<file path="src/rtl/p23_store_aligner.sv">
// Store aligner: turns a decoded SB/SH/SW request into one or two lane-aligned 32-bit
// write beats with byte strobes, splitting word-crossing stores across two words.
module p23_store_aligner #(
  parameter int MISALIGNED_SPLIT = 1
) (
  input  logic        clk,
  input  logic        reset,
  input  logic        start,
  input  logic [1:0]  STOREop,
  input  logic        amo_store,
  input  logic [31:0] addr,
  input  logic [31:0] wdata,
  output logic        busy,
  output logic        done,
  output logic        err,
  output logic        mem_valid,
  input  logic        mem_ready,
  output logic [31:0] mem_addr,
  output logic [31:0] mem_wdata,
  output logic [3:0]  mem_wstrb
);

  localparam logic [1:0] OP_SB = 2'd0;
  localparam logic [1:0] OP_SH = 2'd1;
  localparam logic [1:0] OP_SW = 2'd2;
  localparam logic       SPLIT_EN = (MISALIGNED_SPLIT != 0);

  typedef enum logic [1:0] {
    S_IDLE  = 2'd0,
    S_BEAT1 = 2'd1,
    S_BEAT2 = 2'd2,
    S_FIN   = 2'd3
  } state_t;

  state_t      state_reg;
  logic        busy_reg;
  logic        done_reg;
  logic        err_reg;
  logic        mem_valid_reg;
  logic [31:0] mem_addr_reg;
  logic [31:0] mem_wdata_reg;
  logic [3:0]  mem_wstrb_reg;
  logic [31:0] hi_wdata_reg;
  logic [3:0]  hi_wstrb_reg;

  logic [1:0]  op;
  logic [1:0]  off;
  logic [3:0]  base;
  logic [31:0] wdata_masked;
  logic [7:0]  strb_wide;
  logic [63:0] data_wide;
  logic        crossing;
  logic        illegal;
  logic        reject;
  logic        can_accept;

  // AMO write-back always stores a full word.
  assign op  = amo_store ? OP_SW : STOREop;
  assign off = addr[1:0];

  always_comb begin
    base = 4'b0000;
    case (op)
      OP_SB:   base = 4'b0001;
      OP_SH:   base = 4'b0011;
      OP_SW:   base = 4'b1111;
      default: base = 4'b0000;
    endcase
  end

  // The unshifted strobe pattern doubles as the byte-keep mask for the data.
  generate
    for (genvar gi = 0; gi < 4; gi++) begin : g_mask
      assign wdata_masked[8*gi +: 8] = base[gi] ? wdata[8*gi +: 8] : 8'h00;
    end
  endgenerate

  assign strb_wide  = {4'b0000, base} << off;
  assign data_wide  = {32'h0, wdata_masked} << {off, 3'b000};
  assign crossing   = |strb_wide[7:4];
  assign illegal    = (op == 2'd3);
  assign reject     = illegal | (crossing & ~SPLIT_EN);
  assign can_accept = (state_reg == S_IDLE) || (state_reg == S_FIN);

  always_ff @(posedge clk or posedge reset) begin
    if (reset) begin
      state_reg     <= S_IDLE;
      busy_reg      <= 1'b0;
      done_reg      <= 1'b0;
      err_reg       <= 1'b0;
      mem_valid_reg <= 1'b0;
      mem_addr_reg  <= 32'h0;
      mem_wdata_reg <= 32'h0;
      mem_wstrb_reg <= 4'h0;
      hi_wdata_reg  <= 32'h0;
      hi_wstrb_reg  <= 4'h0;
    end else begin
      done_reg <= 1'b0;
      err_reg  <= 1'b0;
      if (can_accept) begin
        busy_reg      <= 1'b0;
        mem_valid_reg <= 1'b0;
        state_reg     <= S_IDLE;
        if (start) begin
          if (reject) begin
            // Rejected requests never touch the bus; complete immediately.
            state_reg <= S_FIN;
            done_reg  <= 1'b1;
            err_reg   <= 1'b1;
          end else begin
            state_reg     <= S_BEAT1;
            busy_reg      <= 1'b1;
            mem_valid_reg <= 1'b1;
            mem_addr_reg  <= {addr[31:2], 2'b00};
            mem_wdata_reg <= data_wide[31:0];
            mem_wstrb_reg <= strb_wide[3:0];
            hi_wdata_reg  <= data_wide[63:32];
            hi_wstrb_reg  <= strb_wide[7:4];
          end
        end
      end else if (mem_valid_reg && mem_ready) begin
        if ((state_reg == S_BEAT1) && (hi_wstrb_reg != 4'h0)) begin
          // Second beat follows without a bubble; address wraps modulo 2^32.
          state_reg     <= S_BEAT2;
          mem_addr_reg  <= mem_addr_reg + 32'd4;
          mem_wdata_reg <= hi_wdata_reg;
          mem_wstrb_reg <= hi_wstrb_reg;
        end else begin
          state_reg     <= S_FIN;
          busy_reg      <= 1'b0;
          mem_valid_reg <= 1'b0;
          done_reg      <= 1'b1;
        end
      end
    end
  end

  assign busy      = busy_reg;
  assign done      = done_reg;
  assign err       = err_reg;
  assign mem_valid = mem_valid_reg;
  assign mem_addr  = mem_addr_reg;
  assign mem_wdata = mem_wdata_reg;
  assign mem_wstrb = mem_wstrb_reg;

endmodule

</file>
<file path="config.mk">
export PLATFORM = sky130hd
export DESIGN_NAME = p23_store_aligner
export DESIGN_NICKNAME = d
export VERILOG_FILES = /design/src/rtl/p23_store_aligner.sv
export SDC_FILE = /design/constraint.sdc
export NUM_CORES = 1
export LEC_CHECK = 0
export BUFFER_PORTS_ARGS = -buffer_cell sky130_fd_sc_hd__buf_2
export CORE_MARGIN = 3
export CORE_UTILIZATION = 48
export CTS_CLUSTER_DIAMETER = 30
export DETAILED_ROUTE_END_ITERATION = 16
export GPL_TIMING_DRIVEN = 0
export PLACE_DENSITY = 0.74
export SLEW_MARGIN = 20
export SYNTH_ARGS = -nofsm -noshare
export SYNTH_HDL_FRONTEND = slang
export SYNTH_SLANG_ARGS = --single-unit
</file>
<file path="constraint.sdc">
create_clock -name clk -period 3.2 [get_ports clk]
set_input_delay 0.64 -clock clk [delete_from_list [all_inputs] [get_ports clk]]
set_output_delay 0.64 -clock clk [all_outputs]
set_load 0.01 [all_outputs]
</file>
Word-level counts from Yosys, hierarchy flattened

Index checks and enable logic that the tools add are counted.

$add $sub $neg: 1
Shift-type cells: 2
Eq/ne operators: 8
Reductions and logical operators: 11
Multiplexer cells: 37
Bitwise logic cells: 1

Operators by type and width:

| operator                                      | number |
|---|---|
| two-way mux 32 bit                            | 10 |
| << shifter 32 x 5 -> 64 bit                   | 1 |
| adder 32 x 3 -> 32 bit, second input constant | 1 |
| two-way mux 8 bit                             | 4 |
| two-way mux 4 bit                             | 5 |
| two-way mux 1 bit                             | 12 |
| case mux 4 bit (3 select lines)               | 1 |
| two-way mux 2 bit                             | 5 |
| << shifter 4 x 2 -> 8 bit                     | 1 |
| == test 2 bit, second input constant          | 3 |
| inequality test 2 bit, second input constant  | 3 |
| == test 2 x 1 -> 1 bit, second input constant | 2 |
| zero test 2 bit                               | 2 |
| AND reduction 4 bit                           | 1 |
| nonzero test 2 bit                            | 2 |
| nonzero test 4 bit                            | 1 |
| AND reduction 3 bit                           | 1 |
| logical AND 1 bit                             | 2 |
| AND reduction 2 bit                           | 1 |
| logical OR 1 bit                              | 1 |
| inverter 1 bit                                | 1 |

Input port bits: 71
Output and inout port bits: 72
Logic and storage cells: 69
Register bits: 109

Depth between registers and ports, before layout

Gate-level depths: netlist (run 1).

Word-level depth: 8
Mapped depth: 9
Depth with buffers taken out: 7

Worst setup path before layout (run 1)

OpenSTA, ideal clock, no wires.

Kind: input to register
Start: in amo_store
End: reg mem_addr_reg[22], in the netlist mem_addr[22]
Path buffers: 2
Library setup time: 70 ps
Cell stages on the path: 8
Arrival: 2354 ps
Required time: 3130 ps
Path slack: 776 ps
Path through: or2_2 > ha_1 > nand3b_1 > o21ai_0 > clkbuf_1 > clkbuf_1 > nand4_1 > nand3_1

Cells in the longest elaborated chain, start to end: 4

Ends and longest elaborated chain:

| element                         | line | source |
|---|---|---|
| from (decl)                     | 10   | `input logic amo_store,` |
| two-way mux 2 bit               | 58   | `assign op = amo_store ? OP_SW : STOREop;` |
| == test 2 bit                   | 81   | `assign illegal = (op == 2'd3);` |
| inequality test 2 bit (no line) | n/a  |  |
| AND reduction 4 bit (no line)   | n/a  |  |
| to (signal assigned)            | 114  | `mem_addr_reg <= {addr[31:2], 2'b00};` |
| to (signal assigned)            | 125  | `mem_addr_reg <= mem_addr_reg + 32'd4;` |
| to (decl)                       | 40   | `logic [31:0] mem_addr_reg;` |

No other way between the ends.
A chain may end at the register's enable or synchronous reset.

Final worst setup path (run 1)

Start: in amo_store
End: reg mem_wdata_reg[0], in the netlist mem_wdata[0]

Cells in the longest elaborated chain, start to end: 8
Elaborated cells between the ends (all ways): 16
Classes of those cells: eq/ne: 4; shift: 1; mux: 9; reduce/logical: 2

Ends and longest elaborated chain:

| element                               | line | source |
|---|---|---|
| two-way mux 2 bit *                   | 58   |  |
| == test 2 bit (tied with other cells) | 63   | `case (op)` |
| case mux 4 bit (3 select lines)       | 63   |  |
| two-way mux 8 bit                     | 74   | `assign wdata_masked[8*gi +: 8] = base[gi] ? wdata[8*gi +: 8] : 8'h00;` |
| << shifter 32 x 5 -> 64 bit           | 79   | `assign data_wide = {32'h0, wdata_masked} << {off, 3'b000};` |
| two-way mux 32 bit                    | 105  | `if (reject) begin` |
| two-way mux 32 bit                    | 104  | `if (start) begin` |
| two-way mux 32 bit                    | 100  | `if (can_accept) begin` |
| to (signal assigned)                  | 115  | `mem_wdata_reg <= data_wide[31:0];` |
| to (signal assigned)                  | 126  | `mem_wdata_reg <= hi_wdata_reg;` |
| to (decl)                             | 41   | `logic [31:0] mem_wdata_reg;` |

Mark *: on every way between the ends. The rest lies on a longest branch, timed or not. The select of a mux whose other input is x is not followed.

==> flow_metrics.tcl, run 1 <==
set metrics [dict create \
    power_uw 7250 \
    worstMarginPinSlew_ns 1.06 \
    fin_crit_sh_pct 91.3 \
    ir_drop_uv 631 \
    grt_pass1_wl_mm 29.5 \
    synthArstFlopShare_pct 100 \
    cts_root_buffer "clkbuf_16" \
    hold_class "in2async" \
    power.share.clock_pct 15.4 \
    grt_max_degree 36 \
    syn_inst 595 \
    antenna_found_initial 0 \
    crit_path_end_kind "register" \
    tns_ns 0 \
    drtIter0Drc 662 \
    synthesis.area_um2 5500 \
    post_drt_wl_per_cell_um 21.3 \
    path_max_fanout 10 \
    reg2reg_slack_ns 0.50 \
    io-pin-count 143 \
    portBuffers 139 \
    critPathKind "in2reg" \
    place_hpwl_mm 13.9 \
    dieArea_um2 12800 \
    fillerInstances 981 \
    slew_viol_final 0 \
    areaGrowthSynthToFinish_pct 22.8 \
    required_ns 3.47 \
    insertion_delay_ns 0.35 \
    rr_endpoint "mem_wdata[17]" \
    ys.flop_type "dfrtp_1" \
    period_minus_slack_ns 2.92 \
    yosysTopAreaCell "dfrtp_1" \
    power_frac_comb_pct 52.3 \
    status "completed" \
    yosysTopAreaCellShare_pct 44.6 \
    grtUsageTotal_pct 29.6 \
    ctsHoldBuffers 0 \
    p_sw_share_pct 47.2 \
    synth_area_leaders "dfrtp_1, a221oi_1, nor2_1" \
    diodes 0 \
    hold_viol_final 0 \
    fin_nets 825 \
    final_antenna_net_count 0 \
    globalRoute.totalOverflow 0 \
    yosys_warnings 0 \
    largest_reg_flops 32 \
    cts.sinks 98 \
    cts.repair.resized 0 \
    reg2reg_depth 7 \
    cts.reportedPaths.clkPinSlew_ns 0.07 \
    finalWirelength_mm 19.1 \
    utilization_pct 61.2 \
    clock_skew_ns 0.00525 \
    first_global_vias 5385 \
    drc 0 \
    ys_types 63 \
    worstPathArrival_ns 3.19 \
    switching_power_uw 3430 \
    cts_max_level 3 \
    slew_headroom_pct 28.5 \
    via_per_inst 6.42 \
    synth_seq_cells 98 \
    die_h_um 113 \
    p_seq_share_pct 32.2 \
    synth-edff-count 0 \
    die_w_um 113 \
    post_cts_buffers 0 \
    start_util_pct 49.8 \
    vias 5743 \
    avgSynthCellArea_um2 9.24 \
    rows 38 \
    setup_viol 0 \
    core-area_um2 11000 \
    grt_setup_unrepaired "no" \
    clockBufferDepth 2 \
    layout-drive-gt1-share_pct 26.0 \
    cts_tree "done" \
    powerDensity_nw_per_um2 1070 \
    drv_cap 0 \
    intPower_uw 3830 \
    synth.yosys.seq_area_share_pct 44.6 \
    cts_inserted_buffers 9 \
    timing.fmax_ghz 0.342 \
    gp_congestion 0.952 \
    cp-start-kind "primary input" \
    p_leak_uw 0.00298 \
    rr_startpoint "state_reg[0]" \
    dr.pass1.iters 5 \
]
## cells by family after synthesis
logic type	Yosys count	share of synthesized area [%]
AND/OR/NAND/NOR	221	20.5
buffers and inverters	66	5.14
AO/OA/AOI/OAI	190	25.8
flip-flops	98	44.6
adder cells (fa/ha/maj)	5	1.14
other	1	0.0682
multiplexers	14	2.75
## routing by layer
metal | vias to the layer above | wire (um) | track usage, %
met5 | - | 0 | 0
met4 | 0 | 597 | 12.7
met3 | 41 | 1580 | 4.12
met2 | 311 | 8750 | 44.8
met1 | 2824 | 8160 | 42.7
li1 | 2567 | - | -
## worst max-delay path, stage by stage
cell,delay [ns]
buf_2,0.10
or2_2,0.33
ha_1,0.30
nand3b_1,0.40
o21ai_0,0.22
clkbuf_1,0.46
clkbuf_1,0.51
nor2_1,0.10
nor2_1,0.13
## metrics by stage
stage / std cells / cell area [um2] / worst slack (ns) / hold WS, ns
6_report: 894 / 6750 / 0.279 / 0.288
3_3_place_gp: 875 / 6380 / -0.136 / 0.464
4_1_cts: 894 / 6750 / 0.162 / 0.292
5_1_grt: 894 / 6750 / 0.141 / 0.303
2_1_floorplan: 596 / 5510 / 0.776 / 0.450
3_5_place_dp: 878 / 6440 / -0.196 / 0.473
## cells in the final DEF, fill, tap and decap left out, types with 3 or more instances in the layout
cell type | Yosys | layout
nor2_1 | 77 | 77
and2_1 | 10 | 10
o31ai_1 | 3 | 3
nand4_1 | 11 | 11
a21oi_1 | 30 | 30
mux2_2 | 9 | 9
buf_4 | 4 | 4
o2bb2ai_1 | 6 | 6
mux2i_1 | 5 | 5
and3_1 | 7 | 7
a211oi_1 | 4 | 4
o21ai_0 | 32 | 32
nand3b_1 | 10 | 10
inv_1 | 13 | 12
nor4_1 | 9 | 8
buf_12 | 0 | 3
clkinvlp_4 | 0 | 3
a22oi_1 | 6 | 6
buf_1 | 6 | 6
dfrtp_1 | 98 | 98
and4_1 | 3 | 3
a22o_1 | 16 | 16
clkbuf_1 | 35 | 34
ha_1 | 5 | 5
a32oi_1 | 5 | 5
a31oi_1 | 5 | 5
o21a_1 | 3 | 3
or4_1 | 5 | 5
clkbuf_16 | 0 | 9
a32o_1 | 14 | 14
nor2b_1 | 4 | 4
nor3_1 | 7 | 7
nand3_1 | 22 | 22
a221oi_1 | 34 | 34
a21bo_2 | 6 | 6
buf_2 | 3 | 142
nand2_1 | 43 | 43
o211ai_1 | 7 | 7
## synth_stat cells, types with 6 or more instances
| library cell | count |
|---|---|
| dfrtp_1 | 98 |
| nor2_1 | 77 |
| nand2_1 | 43 |
| clkbuf_1 | 35 |
| a221oi_1 | 34 |
| o21ai_0 | 32 |
| a21oi_1 | 30 |
| nand3_1 | 22 |
| a22o_1 | 16 |
| a32o_1 | 14 |
| inv_1 | 13 |
| nand4_1 | 11 |
| and2_1 | 10 |
| nand3b_1 | 10 |
| mux2_2 | 9 |
| nor4_1 | 9 |
| and3_1 | 7 |
| nor3_1 | 7 |
| o211ai_1 | 7 |
| a21bo_2 | 6 |
| a22oi_1 | 6 |
| buf_1 | 6 |
| o2bb2ai_1 | 6 |
## final cells by class
cell class	count	area (um2)	area share, %
multi-input cells	432	2780	41.2
clock buffers	10	239	3.54
plain buffers	51	228	3.37
repair buffers	142	756	11.2
flip-flops and latches	98	2450	36.3
inverters	15	60.1	0.889
clock inverters	6	63.8	0.945
well taps	140	175	2.59
## power by group through the flow
stage / registers [uW] / clock network [uW] / logic (uW)
after global placement: 2310 / 0 / 3610
after CTS: 2320 / 1130 / 3740
final: 2340 / 1120 / 3800
after global routing: 2410 / 1180 / 4120
after detailed placement: 2340 / 0 / 3720
after floorplan: 2430 / 0 / 2190
## worst max path at each step
stage                     slack (ns)  depth (start not counted)      start           end
after floorplan                 0.78                          8  amo_store  mem_addr[22]
after global placement         -0.14                          9  amo_store  mem_addr[22]
after detailed placement       -0.20                          9  amo_store  mem_addr[22]
after CTS                       0.16                          9  amo_store  mem_addr[22]
after global routing            0.14                          9  amo_store  mem_wdata[4]
final                           0.28                          9  amo_store  mem_wdata[0]
Note: power is estimated with default switching activity, not from simulation.
==> run 2, diff against run 1 <==
--- a/config.mk
+++ b/config.mk
@@ -6,12 +6,14 @@
 export NUM_CORES = 1
 export LEC_CHECK = 0
 export BUFFER_PORTS_ARGS = -buffer_cell sky130_fd_sc_hd__buf_2
+export CELL_PAD_IN_SITES_DETAIL_PLACEMENT = 1
+export CELL_PAD_IN_SITES_GLOBAL_PLACEMENT = 2
 export CORE_MARGIN = 3
-export CORE_UTILIZATION = 48
+export CORE_UTILIZATION = 29
 export CTS_CLUSTER_DIAMETER = 30
 export DETAILED_ROUTE_END_ITERATION = 16
 export GPL_TIMING_DRIVEN = 0
-export PLACE_DENSITY = 0.74
+export PLACE_DENSITY = 0.75
 export SLEW_MARGIN = 20
 export SYNTH_ARGS = -nofsm -noshare
 export SYNTH_HDL_FRONTEND = slang
==> constraint.sdc (replaced) <==
create_clock -name clk -period 2.4 [get_ports clk]
set_input_delay 0.48 -clock clk [delete_from_list [all_inputs] [get_ports clk]]
set_output_delay 0.48 -clock clk [all_outputs]
set_load 0.01 [all_outputs]
==> run 2 against run 1 <==
Against the previous run: the flow now finishes with violations (negative setup slack); combinational power increased by 41%; clock power grew 39%; design area grew 3.0%; sequential share of layout area fell by 1.1 points; sequential cell count did not move; setup slack got worse by 0.29 ns; sequential power grew 35%; critical path type unchanged.
==> flow_metrics.tcl, run 2 (synthesis gave the netlist of run 1 again) <==
set metrics [dict create \
    dp_cells 967 \
    cp-start-kind "primary input" \
    cts.reportedPaths.clkPinSlew_ns 0.07 \
    cts.sinks 98 \
    clock_skew_ns 0.00800 \
    ir_drop_uv 542 \
    cts_max_level 3 \
    layout-drive-gt1-share_pct 29.5 \
    globalRoute.totalOverflow 0 \
    largest_reg_flops 32 \
    final_antenna_net_count 0 \
    die_h_um 144 \
    grt_max_degree 32 \
    utilization_pct 38.1 \
    final_cell_mix "buf_2, dfrtp_1, nor2_1" \
    via_per_inst 5.82 \
    dr.pass1.iters 7 \
    start_util_pct 30.1 \
    status "finished with violations" \
    violations "negative setup slack" \
    mostFrequentLayoutCell "buf_2" \
    insertion_delay_ns 0.36 \
    areaGrowthSynthToFinish_pct 26.6 \
    regArea_um2 2450 \
    p_leak_uw 0.00307 \
    place_hpwl_mm 17.2 \
    powerDensity_nw_per_um2 1450 \
    required_ns 2.63 \
    ctsHoldBuffers 0 \
    setup_viol 1 \
    grt_pass1_wl_mm 34.9 \
    hold_class "in2async" \
    cts_tree "done" \
    timing.fmax_ghz 0.414 \
    antenna_found_initial 0 \
    reg2reg_depth 6 \
    portBuffers 139 \
    drv_cap 0 \
    final_cell_count_no_fill 984 \
    period_minus_slack_ns 2.41 \
    first_global_vias 5869 \
    vias 5724 \
    diodes 0 \
    grt_setup_unrepaired "yes" \
    cts_inserted_buffers 9 \
    core-area_um2 18300 \
    multi_input_area_um2 2830 \
    gp_congestion 0.937 \
    worstPathArrival_ns 2.65 \
    fin_ws_ns -0.0147 \
    post_drt_wl_per_cell_um 23.1 \
    fin_crit_sh_pct 101 \
    slew_headroom_pct 33.6 \
    slew_viol_final 0 \
    worstMarginPinSlew_ns 0.981 \
    fillerInstances 2164 \
    critPathKind "in2reg" \
    clockBufferDepth 2 \
    hold_viol_final 0 \
    path_max_fanout 10 \
    finalWirelength_mm 22.8 \
    grtUsageTotal_pct 22.0 \
    drc 0 \
    io-pin-count 143 \
    dieArea_um2 20600 \
    drtIter0Drc 305 \
    cts_root_buffer "clkbuf_16" \
    rows 49 \
    whs_ns 0.135 \
    die_w_um 144 \
    crit_path_end_kind "register" \
    power_uw 10100 \
    fin_nets 826 \
]
==> run 2: cell count changes in the layout (fill, tap and decap cells not counted), sizes merged <==
cell and delta:
inv +3, clkbuf -2, buf +2, clkinvlp -2
==> run 2: critical path, cell delays in order <==
cell	delay, ns
buf_2	0.10
or2_2	0.33
ha_1	0.32
nand3b_1	0.29
o21a_1	0.14
buf_2	0.20
clkbuf_1	0.33
a221oi_1	0.38
nor2_1	0.07
==> run 2: final timing paths <==
kind	from	endpoint	slack, ns
worst max-delay path	amo_store	mem_wdata[15]	-0.01
worst min-delay path	reset	mem_addr[20]	0.14
worst max register to register	hi_wstrb_reg[1]	mem_wdata[15]	0.02
worst min register to register	hi_wdata_reg[15]	hi_wdata_reg[15]	0.49
max in group asynchronous	reset	mem_addr[4]	1.32
min in group clk	addr[23]	mem_addr[23]	0.37
==> run 2: stage by stage <==
stage,TNS (ns),worst slack (ns),instance area [um2]
after floorplan,0,0.136,5510
after global placement,-49.15,-0.897,6490
after detailed placement,-48.31,-0.934,6550
after CTS,0,0.00910,6930
after global routing,-1.78,-0.119,6960
final,-0.0147,-0.0147,6960
==> run 2: where the power goes <==
group          switching, uW  internal [uW]
Combinational           3420           1930
Sequential               731           2430
Clock                    731            829
Total                   4880           5190
==> run 2: layout make-up <==
type	count	share of cell area (%)
buffer	50	3.60
multi-input combinational	432	40.7
clock inverter	7	1.19
inverter	15	0.863
tap	229	4.12
timing repair buffer	144	11.1
clock buffer	9	3.24
sequential	98	35.2
==> run 2: repair_timing <==
item,4_1_cts,5_1_grt
endpoints found under the setup margin,86,43
pin swaps,0,0
gates resized for setup,22,12
buffers inserted,2,0
==> run 2: per-layer routing <==
| layer | part of all wire, % | global-route usage, % | up-vias |
|---|---|---|---|
| li1 | - | - | 2569 |
| met1 | 46 | 31.0 | 2956 |
| met2 | 47 | 34.9 | 169 |
| met4 | 2.2 | 6.94 | 0 |
| met5 | 0 | 0 | - |
| met3 | 4.9 | 3.19 | 30 |
